<file path="config.mk">
export PLATFORM = sky130hd
export DESIGN_NAME = led_seq_ctrl_flat
export DESIGN_NICKNAME = d
export VERILOG_FILES = /design/src/rtl/led_seq_ctrl_if.sv /design/src/rtl/led_seq_ctrl.sv /design/src/flat_wrapper.sv
export SDC_FILE = /design/constraint.sdc
export NUM_CORES = 1
export LEC_CHECK = 0
export CAP_MARGIN = 40
export CORE_MARGIN = 2
export CORE_UTILIZATION = 54
export DETAILED_ROUTE_END_ITERATION = 7
export PLACE_DENSITY = 0.78
export SLEW_MARGIN = 20
export SYNTH_ARGS = -nofsm -noshare
export SYNTH_HDL_FRONTEND = slang
export SYNTH_SLANG_ARGS = --single-unit
</file>
<file path="constraint.sdc">
create_clock -name clock -period 3 [get_ports clock]
set_clock_uncertainty 0.1 [all_clocks]
set_input_delay 0.45 -clock clock [delete_from_list [all_inputs] [get_ports clock]]
set_output_delay 0.45 -clock clock [all_outputs]
set_load 0.05 [all_outputs]
</file>
<file path="src/rtl/led_seq_ctrl_if.sv">
// Switch/LED signal bundle for led_seq_ctrl: the board-switch side drives the
// inputs (master), the sequencer drives the LED and status outputs (slave).
interface led_seq_ctrl_if #(
  parameter int NB_LEDS = 4
);
  logic               i_enable;
  logic [1:0]         i_speed;
  logic               i_color;
  logic [NB_LEDS-1:0] o_led;
  logic [NB_LEDS-1:0] o_led_b;
  logic [NB_LEDS-1:0] o_led_g;
  logic               o_tick;
  logic [1:0]         o_state;

  modport master (
    output i_enable, i_speed, i_color,
    input  o_led, o_led_b, o_led_g, o_tick, o_state
  );

  modport slave (
    input  i_enable, i_speed, i_color,
    output o_led, o_led_b, o_led_g, o_tick, o_state
  );
endinterface

</file>
<file path="src/rtl/led_seq_ctrl.sv">
// LED bank sequencer: prescaled tick drives a shift-left / shift-right / flash
// pattern FSM, routed to the blue or green group. Macro LED_SEQ_FLASH_EN enables FLASH.
module led_seq_ctrl #(
  parameter int NB_LEDS     = 4,
  parameter int NB_COUNTER  = 16,
  parameter int LIMIT_R0    = 100,
  parameter int LIMIT_R1    = 200,
  parameter int LIMIT_R2    = 400,
  parameter int LIMIT_R3    = 800,
  parameter int FLASH_TICKS = 4
) (
  input  logic          clock,
  input  logic          i_reset,
  led_seq_ctrl_if.slave bus
);

  localparam logic [1:0] ST_IDLE  = 2'd0;
  localparam logic [1:0] ST_SHL   = 2'd1;
  localparam logic [1:0] ST_SHR   = 2'd2;
  localparam logic [1:0] ST_FLASH = 2'd3;

  localparam int FCW = $clog2(FLASH_TICKS);
  localparam logic [FCW-1:0]     FLASH_LAST = FCW'(FLASH_TICKS - 1);
  localparam logic [NB_LEDS-1:0] PAT_ONE    = NB_LEDS'(1);
  localparam logic [NB_LEDS-1:0] PAT_ALL    = '1;

  logic [1:0]            state;
  logic [NB_LEDS-1:0]    pattern;
  logic [NB_COUNTER-1:0] cnt;
  logic [NB_COUNTER-1:0] limit;
  logic [FCW-1:0]        flash_cnt;
  logic                  color_q;
  logic                  tick;

  always_comb begin
    limit = NB_COUNTER'(LIMIT_R0);
    case (bus.i_speed)
      2'd1:    limit = NB_COUNTER'(LIMIT_R1);
      2'd2:    limit = NB_COUNTER'(LIMIT_R2);
      2'd3:    limit = NB_COUNTER'(LIMIT_R3);
      default: limit = NB_COUNTER'(LIMIT_R0);
    endcase
  end

  // >= rather than == so a speed drop below the running count ticks at once
  assign tick = bus.i_enable && (state != ST_IDLE) && (cnt >= limit);

  always_ff @(posedge clock) begin
    if (i_reset) begin
      state     <= ST_IDLE;
      pattern   <= '0;
      cnt       <= '0;
      flash_cnt <= '0;
      color_q   <= 1'b0;
    end else begin
      if (state == ST_IDLE || tick) begin
        cnt <= '0;
      end else if (bus.i_enable) begin
        cnt <= cnt + 1'b1;
      end

      case (state)
        ST_IDLE: begin
          color_q <= bus.i_color;
          if (bus.i_enable) begin
            state   <= ST_SHL;
            pattern <= PAT_ONE;
          end
        end
        ST_SHL: begin
          if (tick) begin
            if (pattern[NB_LEDS-1]) begin
              state   <= ST_SHR;
              pattern <= pattern >> 1;
            end else begin
              pattern <= pattern << 1;
            end
          end
        end
        ST_SHR: begin
          if (tick) begin
            if (pattern[0]) begin
`ifdef LED_SEQ_FLASH_EN
              state     <= ST_FLASH;
              pattern   <= PAT_ALL;
              flash_cnt <= '0;
`else
              // Sequence boundary without FLASH: restart and take the new colour
              state   <= ST_SHL;
              pattern <= PAT_ONE;
              color_q <= bus.i_color;
`endif
            end else begin
              pattern <= pattern >> 1;
            end
          end
        end
        ST_FLASH: begin
          if (tick) begin
            if (flash_cnt == FLASH_LAST) begin
              state     <= ST_SHL;
              pattern   <= PAT_ONE;
              flash_cnt <= '0;
              color_q   <= bus.i_color;
            end else begin
              pattern   <= ~pattern;
              flash_cnt <= flash_cnt + 1'b1;
            end
          end
        end
        default: state <= ST_IDLE;
      endcase
    end
  end

  assign bus.o_led   = pattern;
  assign bus.o_led_b = color_q ? '0 : pattern;
  assign bus.o_led_g = color_q ? pattern : '0;
  assign bus.o_tick  = tick;
  assign bus.o_state = state;

endmodule

</file>
<file path="src/flat_wrapper.sv">
// flat-port wrapper written by rule: the top's interface ports become plain ports
module led_seq_ctrl_flat 
#(
  parameter int NB_LEDS     = 4,
  parameter int NB_COUNTER  = 16,
  parameter int LIMIT_R0    = 100,
  parameter int LIMIT_R1    = 200,
  parameter int LIMIT_R2    = 400,
  parameter int LIMIT_R3    = 800,
  parameter int FLASH_TICKS = 4
)
  (clock, i_reset, bus_i_enable, bus_i_speed, bus_i_color, bus_o_led, bus_o_led_b, bus_o_led_g, bus_o_tick, bus_o_state);
  led_seq_ctrl_if #(.NB_LEDS(NB_LEDS)) bus_i ();
  input  logic clock;
  input  logic i_reset;
  input wire logic [$bits(bus_i.i_enable)-1:0] bus_i_enable;
  input wire logic [$bits(bus_i.i_speed)-1:0] bus_i_speed;
  input wire logic [$bits(bus_i.i_color)-1:0] bus_i_color;
  output wire logic [$bits(bus_i.o_led)-1:0] bus_o_led;
  output wire logic [$bits(bus_i.o_led_b)-1:0] bus_o_led_b;
  output wire logic [$bits(bus_i.o_led_g)-1:0] bus_o_led_g;
  output wire logic [$bits(bus_i.o_tick)-1:0] bus_o_tick;
  output wire logic [$bits(bus_i.o_state)-1:0] bus_o_state;
  assign bus_i.i_enable = bus_i_enable;
  assign bus_i.i_speed = bus_i_speed;
  assign bus_i.i_color = bus_i_color;
  assign bus_o_led = bus_i.o_led;
  assign bus_o_led_b = bus_i.o_led_b;
  assign bus_o_led_g = bus_i.o_led_g;
  assign bus_o_tick = bus_i.o_tick;
  assign bus_o_state = bus_i.o_state;
  led_seq_ctrl #(.NB_LEDS(NB_LEDS), .NB_COUNTER(NB_COUNTER), .LIMIT_R0(LIMIT_R0), .LIMIT_R1(LIMIT_R1), .LIMIT_R2(LIMIT_R2), .LIMIT_R3(LIMIT_R3), .FLASH_TICKS(FLASH_TICKS)) u_core (.clock(clock), .i_reset(i_reset), .bus(bus_i));
endmodule
</file>
== Word level (Yosys, flattened, before mapping) ==
Cells that the tools add are included.
Storage, ports and cells
  register bits: 25
  bits in latches: 0
  memory bits (writable): 0
  ROM bits: 0
  bits of input ports: 6
  output and inout bits: 15
  logic and storage cells: 59
  memories: 0
Operators by class
  add/subtract/negate cells: 2
  multipliers: 0
  div/mod/pow operators: 0
  $lt $le $gt $ge: 1
  equal/unequal tests: 14
  shift-type cells: 0
  mux-type cells: 25
  bitwise gates (word level): 1
  reductions and logical operators: 11
Operators by type and width (count)
  two-way mux 4 bit: 8
  one-hot mux 10 bit (3 select lines): 1
  adder 16 x 1 -> 16 bit (second input constant): 1
  greater-or-equal comparator 16 x 10 -> 1 bit: 1
  two-way mux 2 bit: 8
  one-hot mux 4 bit (4 select lines): 1
  inequality test 2 x 1 -> 1 bit (second input constant): 6
  equality test 2 bit (second input constant): 5
  one-hot mux 2 bit (4 select lines): 1
  AND reduction 7 bit: 1
  AND reduction 5 bit: 1
  equality test 2 x 1 -> 1 bit (second input constant): 2
  two-way mux 1 bit: 4
  inverter 4 bit: 1
  AND reduction 4 bit: 1
  two-way mux 3 bit: 1
  one-hot mux 1 bit (3 select lines): 1
  nonzero test 3 bit: 1
  adder 2 x 1 -> 2 bit (second input constant): 1
  logical AND 1 bit: 2
  zero test 2 bit: 1
  inequality test 2 bit (second input constant): 1
  AND reduction 2 bit: 1
  nonzero test 2 bit: 1
  2 further kinds: 2

== Longest topological paths before layout ==
Gate-level depths: netlist of the first run.
  word-level depth: 6
  mapped depth: 11
  mapped depth without buffers: 9

== Worst setup path after synthesis of the first run ==
Ideal clock, no wire load.
  path type: input-to-output
  start point: input port bus_i_speed[0]
  end point: output port bus_o_tick
  data arrival time: 2.448 ns
  data required time: 2.450 ns
  setup slack: 0.002 ns
  stages on the path: 8
  path buffers: 0
  cells stage by stage: inv_1 > ha_1 > inv_1 > ha_1 > nand3_1 > a211o_1 > a21o_1 > a21oi_1
Between the ends
  longest elaborated chain between the ends: 4
  elaborated cells on any way between the ends: 6
  those cells by class: order compare: 1; eq/ne: 3; mux: 1; reduce/logical: 1
Ends and longest elaborated chain
  start: declaration: RTL line flat_wrapper.sv:17  | input wire logic [$bits(bus_i.i_speed)-1:0] bus_i_speed;
  equality test 2 bit / equality test 2 x 1 -> 1 bit (equally long branches): RTL line led_seq_ctrl.sv:37  | case (bus.i_speed)
  one-hot mux 10 bit (3 select lines) (*): RTL line led_seq_ctrl.sv:37
  greater-or-equal comparator 16 x 10 -> 1 bit (*): RTL line led_seq_ctrl.sv:46  | assign tick = bus.i_enable && (state != ST_IDLE) && (cnt >= limit);
  logical AND 1 bit (*): RTL line led_seq_ctrl.sv:46
  end: declaration: RTL line flat_wrapper.sv:22  | output wire logic [$bits(bus_i.o_tick)-1:0] bus_o_tick;
Every way passes the cells marked *; elsewhere a longest branch is shown, timed or not.

== Worst setup path after layout of the first run ==
Same ends and word-level chain as after synthesis.

==> results.py, run 1 <==
metrics = {
    "setup_path": {
        "crit_buf_inv": 4,
        "critical_path.max_stage_delay_ns": 0.34,
        "startpoint_type": "input port",
        "critPathMostFrequentCell": "ha_1",
        "crit_family": "compound AO/OA/AOI/OAI gates",
        "crit_fanout": 3,
        "timing.rr.start": "u_core.cnt[6]$_SDFFE_PP0P_",
        "cp.required_ns": 2.45,
        "path_cells": "dlygate4sd2_1 > inv_2 > buf_4 > ha_1 > nor2_1 > ha_1 > nand3_2 > a211o_1 > a21o_1 > a21oi_2 > buf_12",
        "critPathArrivalTime_ns": 2.41,
        "crit_slowest_cell": "ha_1",
        "worstSetupPathType": "in2out",
        "startpoint": "bus_i_speed[0]",
        "cp-end-kind": "primary output",
    },
    "synth": {
        "synth_enable_flop_cells": 0,
        "synth.area.mux_share_pct": 3.233,
        "syn_area_um2": 1587,
        "synth_compound_area_share_pct": 13.09,
        "synth_top_family_by_area": "simple AND/OR/NAND/NOR gates",
        "yosysWarnings": 0,
        "syn-instance-count": 198,
        "synthTopCellsByArea": "dfxtp_1 (32%), ha_1 (12%), nor2_1 (5.9%)",
        "synthXorXnorAreaFrac_pct": 7.729,
        "synth_fp_nets": 219,
        "synth-adder-area-share_pct": 11.83,
        "synth_seq_cells": 25,
        "ys_types": 38,
        "async_reset_ff_share_pct": 0,
        "ys.flop_type": "dfxtp_1",
        "yosysTopAreaCellShare_pct": 31.55,
        "yosysSeqAreaShare_pct": 31.55,
        "yosys.area_share.simple_pct": 27.52,
        "syn_avg_cell_area_um2": 8.013,
        "synth_top_area_cell": "dfxtp_1",
    },
    "floorplanning": {
        "die_width_um": 58.21,
        "core_um2": 2781,
        "die_area_um2": 3388,
        "start_util_pct": 57.04,
        "die_h_um": 58.21,
        "num_rows": 19,
        "io_pins": 21,
    },
    "clocking": {
        "htreeDepth": 1,
        "cts_setup_buffers": 0,
        "numCtsBuffers": 3,
        "cts.sinks": 25,
        "worstSkewPairLatency_ns": 0.33,
        "clk_pin_slew_ns": 0.15,
        "root_buffer": "clkbuf_4",
        "cts_tree": "yes",
        "cts.path.max_buffers": 2,
    },
    "sta": {
        "final.setup.tns_ns": 0,
        "worst_slew_pin_slew_ns": 0.5618,
        "slew_viol_final": 0,
        "fin_crit_sh_pct": 98.51,
        "max_freq_mhz": 338.4,
        "max_slew_margin_pct": 62.20,
        "rsz0062_at_grt": "no",
        "hold_violations": 0,
        "min_period_ns": 2.955,
        "finalSetupViolCount": 0,
    },
    "cells_and_area": {
        "area_growth_pct": 23.27,
        "drive_gt1_share_pct": 11.95,
        "diodes": 0,
        "fin_nets": 248,
    },
    "routing": {
        "routedWlPerCell_um": 14.05,
        "drt_iter0_drc": 55,
        "vias": 1505,
        "via_per_inst": 5.856,
        "drc": 0,
        "totalWireLength_um": 3610,
        "first_pass_iters": 4,
        "ant_nets": 0,
    },
    "pwr": {
        "ir_drop_uv": 362.2,
        "power-per-cell-area_nw_per_um2": 301.7,
        "p_leak_nw": 0.7694,
        "total_power_mw": 0.5900,
    },
    "placed_design": {
        "hpwlAfterDp_um": 2740,
        "io_buffers": 20,
        "gp_congestion": 0.8938,
    },
    "global_route": {
        "gr-total-overflow": 0,
        "grt_max_degree": 19,
        "grt_pass1_vias": 1465,
        "grt_usage_pct": 23.09,
        "antenna_found_initial": 0,
        "grt_pass1_wl_um": 6092,
    },
    "worst_hold_path": {
        "min_from": "u_core.flash_cnt[1]$_SDFFE_PP0P_",
        "holdCritPathClass": "reg2reg",
    },
    "run_status": {
        "status": "complete, no violations",
    },
    "flow_run": {
        "max-cap-violations": 0,
    },
}
## cells by family (layout without fill, tap and decap cells)
logic type | after synthesis | after routing
buf+inv | 19 | 47
fa+ha+maj | 15 | 15
simple gates | 86 | 86
xor+xnor | 14 | 14
flops | 25 | 25
mux | 5 | 5
compound gates | 34 | 34
## what timing repair did
action,4_1_cts,5_1_grt
pin swaps,5,2
setup endpoints to repair,1,1
resized for setup,8,2
hold buffers,0,0
## sequential cells by signal, indices dropped and copies added (netlist names)
| signal | count |
|---|---|
| u_core.cnt | 16 |
| u_core.bus.o_led | 4 |
| u_core.bus.o_state | 2 |
| u_core.flash_cnt | 2 |
| u_core.color_q | 1 |
## cells in the mapped netlist (all sizes together), types with 6 or more instances
| master | n |
|---|---|
| xor2 | 10 |
| and2 | 6 |
| nand2 | 16 |
| inv | 11 |
| ha | 15 |
| nand3 | 9 |
| dfxtp | 25 |
| nand4 | 7 |
| a21oi | 15 |
| clkbuf | 6 |
| o21ai | 7 |
| nor2 | 25 |
| nor2b | 7 |
## layer usage
layer  global-route usage, %  vias up  wire length [um]
met4                   14.29        0               110
met2                   42.21       45              1889
li1                        -      743                 -
met1                   24.17      701              1462
met5                       0        -                 0
met3                   4.241       16               148
## layout by cell type, fill, tap and decap left out, drive strengths merged, types with 3 or more instances in the layout
cell type / Yosys / final
a21oi: 15 / 15
and2: 6 / 6
and3: 3 / 3
buf: 2 / 13
clkbuf: 6 / 3
clkdlybuf4s50: 0 / 17
dfxtp: 25 / 25
ha: 15 / 15
inv: 11 / 11
mux2i: 4 / 4
nand2: 16 / 16
nand3: 9 / 9
nand4: 7 / 7
nor2: 25 / 25
nor2b: 7 / 7
nor3: 3 / 3
o21ai: 7 / 7
xnor2: 4 / 4
xor2: 10 / 10
## per-stage QoR
step                hold slack [ns]  worst slack, ns  std cells  utilization (%)  area (um^2)
floorplan                    0.3385         0.002494        198                -         1587
global placement             0.3465          -0.1174        253            67.84         1887
detailed placement           0.3534          -0.2058        253            67.84         1887
CTS                          0.3742           0.1060        257            70.04         1948
global route                 0.4015         0.003570        257            70.31         1956
finish                       0.3694          0.04481        257            70.31         1956
## final cells by class
class	instances	area [um^2]
clock inverters	1	7.507
inverters	11	41.29
repair buffers	32	297.8
flip-flops and latches	25	500.5
multi-input cells	154	1047
well taps	31	38.79
fillers	234	825.8
clock buffers	3	22.52
## power breakdown
part	total [mW]	switching, mW	leakage [nW]	internal, mW
sequential	0.343	0.00716	0.202	0.336
combinational	0.0882	0.0506	0.553	0.0376
clock	0.159	0.108	0.0139	0.0510
## worst reg2reg max path, cell delays in order, from the launching register on
cell,delay [ns]
dfxtp_1,0.41
ha_1,0.37
nand3_2,0.09
a211o_1,0.25
a21o_1,0.21
buf_4,0.16
a21oi_1,0.18
mux2_2,0.35
## worst paths after layout
kind                                       to  slack (ns)  cells after the start
min reg2reg  u_core.flash_cnt[1]$_SDFFE_PP0P_        0.37                      2
max reg2reg  u_core.flash_cnt[0]$_SDFFE_PP0P_        0.79                      7
max                                bus_o_tick        0.04                     11
min          u_core.flash_cnt[1]$_SDFFE_PP0P_        0.37                      2
(Power assumes the default switching activity.)
==> run 2, diff against run 1 <==
Settings changed: CTS_CLUSTER_SIZE from default to 8, PLACE_DENSITY 0.78 to 0.83.
==> run 2 against run 1 <==
  * Sequential cell count is the same
  * Cell area shrank 0.26%
  * Final cell count grew 0.39%
  * Maximum frequency grew 1.4%
  * Die area is the same
  * Sequential power is essentially flat
  * Total power shrank 1.9%
  * Sequential share of layout area grew 0.066 points
  * Critical endpoint unchanged
==> results.py, run 2 (same netlist as run 1, synthesis figures left out) <==
metrics = {
    "global_route": {
        "grt_usage_pct": 23.94,
        "grt_max_degree": 19,
        "antenna_found_initial": 0,
        "grt_pass1_wl_um": 6251,
        "grt_pass1_vias": 1460,
        "gr-total-overflow": 0,
    },
    "routing": {
        "totalWireLength_um": 3652,
        "routedWlPerCell_um": 14.16,
        "first_pass_iters": 4,
        "drt_iter0_drc": 40,
        "via_per_inst": 5.721,
        "ant_nets": 0,
        "drc": 0,
        "vias": 1476,
    },
    "clocking": {
        "worstSkewPairLatency_ns": 0.32,
        "clk_pin_slew_ns": 0.14,
        "cts.path.max_buffers": 2,
        "cts_setup_buffers": 0,
        "cts_tree": "yes",
        "postCtsHoldBufs": 0,
        "numCtsBuffers": 3,
        "cts.sinks": 25,
        "root_buffer": "clkbuf_4",
        "htreeDepth": 1,
    },
    "floorplanning": {
        "io_pins": 21,
        "num_rows": 19,
        "die_area_um2": 3388,
        "start_util_pct": 57.04,
        "die_h_um": 58.21,
        "core_um2": 2781,
        "die_width_um": 58.21,
    },
    "setup_path": {
        "reg2reg_depth": 7,
        "crit_fanout": 2,
        "worstSetupPathType": "in2out",
        "cp-end-kind": "primary output",
        "cp.required_ns": 2.45,
        "critPathArrivalTime_ns": 2.36,
        "startpoint_type": "input port",
    },
    "cells_and_area": {
        "num-fill-cells": 237,
        "regArea_um2": 500.5,
        "diodes": 0,
        "area_growth_pct": 22.95,
        "top_register": "u_core.cnt",
        "drive_gt1_share_pct": 11.45,
        "fin_util_pct": 70.13,
        "multi_input_area_um2": 1037,
        "largest_reg_flops": 16,
        "fin_nets": 249,
        "layout_common_cells": "nor2_1 (25), dfxtp_1 (25), clkdlybuf4s50_1 (17)",
    },
    "flow_run": {
        "max-cap-violations": 0,
    },
    "sta": {
        "slew_viol_final": 0,
        "min_period_ns": 2.915,
        "final.setup.tns_ns": 0,
        "worst_slack_ns": 0.08525,
        "hold_ws_ns": 0.3909,
        "hold_violations": 0,
        "finalSetupViolCount": 0,
        "rsz0062_at_grt": "no",
        "max_slew_margin_pct": 66.49,
        "max_freq_mhz": 343.1,
        "fin_crit_sh_pct": 97.16,
        "worst_slew_pin_slew_ns": 0.5011,
    },
    "pwr": {
        "p_leak_nw": 0.7737,
        "power-per-cell-area_nw_per_um2": 296.9,
        "ir_drop_uv": 265.7,
        "total_power_mw": 0.5791,
    },
    "placed_design": {
        "io_buffers": 20,
        "hpwlAfterDp_um": 2678,
        "gp_congestion": 0.8417,
        "post-place-ws_ns": -0.1774,
    },
    "worst_hold_path": {
        "hold_depth": 2,
        "holdCritPathClass": "reg2reg",
    },
    "run_status": {
        "status": "complete, no violations",
    },
}
run 2: changes by cell type in the layout (fill, tap and decap cells not counted):
cell / delta
and3_1: +1
clkinv_2: +1
and3_4: -1
nand3_1: +1
buf_4: +1
nand3_2: -1
clkinvlp_4: -1
run 2: power breakdown:
part / total [mW] / switching, mW / leakage [nW] / internal (mW)
logic: 0.0866 / 0.0490 / 0.554 / 0.0377
clock network: 0.149 / 0.0995 / 0.0177 / 0.0499
registers: 0.343 / 0.00753 / 0.202 / 0.336
total: 0.579 / 0.156 / 0.774 / 0.423
run 2: timing repair:
| action | 4_1_cts | 5_1_grt |
|---|---|---|
| endpoints found under the setup margin | 1 | 0 |
| hold endpoints to repair | 0 | 0 |
| gates resized for setup | 8 | 0 |
run 2: final timing paths:
| check | startpoint | endpoint | slack [ns] |
|---|---|---|---|
| worst max-delay path | bus_i_speed[0] | bus_o_tick | 0.09 |
| worst min-delay path | u_core.flash_cnt[1]$_SDFFE_PP0P_ | u_core.flash_cnt[1]$_SDFFE_PP0P_ | 0.39 |
| worst max register to register | u_core.cnt[5]$_SDFFE_PP0P_ | u_core.flash_cnt[0]$_SDFFE_PP0P_ | 0.80 |
| worst min register to register | u_core.flash_cnt[1]$_SDFFE_PP0P_ | u_core.flash_cnt[1]$_SDFFE_PP0P_ | 0.39 |
run 2: metal layers:
layer  share of wire (%)  GRT usage [%]  up-vias  wire, um
met2                  51          44.64       44      1855
li1                    -              -      744         -
met5                   0              0        -         0
met4                 2.6          10.96        0        94
met1                  43          26.29      676      1555
met3                 4.0          3.795       12       147
run 2: cell type report:
cell class / instances / area share [%]
clock inverter: 1 / 0.2566
clock buffer: 3 / 1.155
multi-input combinational: 154 / 53.17
timing repair buffer: 33 / 15.65
inverter: 11 / 2.117
sequential: 25 / 25.66
tap: 31 / 1.988
run 2: critical path, stage by stage:
cell           delay [ns]
dlygate4sd2_1        0.25
inv_2                0.08
buf_4                0.12
ha_1                 0.16
inv_1                0.06
ha_1                 0.29
o21ai_0              0.08
a211o_1              0.28
a21o_1               0.21
a21oi_2              0.21
buf_12               0.16
run 2: per-stage QoR:
step	cells	cell area, um^2
floorplan	198	1587
global placement	254	1894
detailed placement	254	1894
CTS	258	1951
global route	258	1951
finish	258	1951
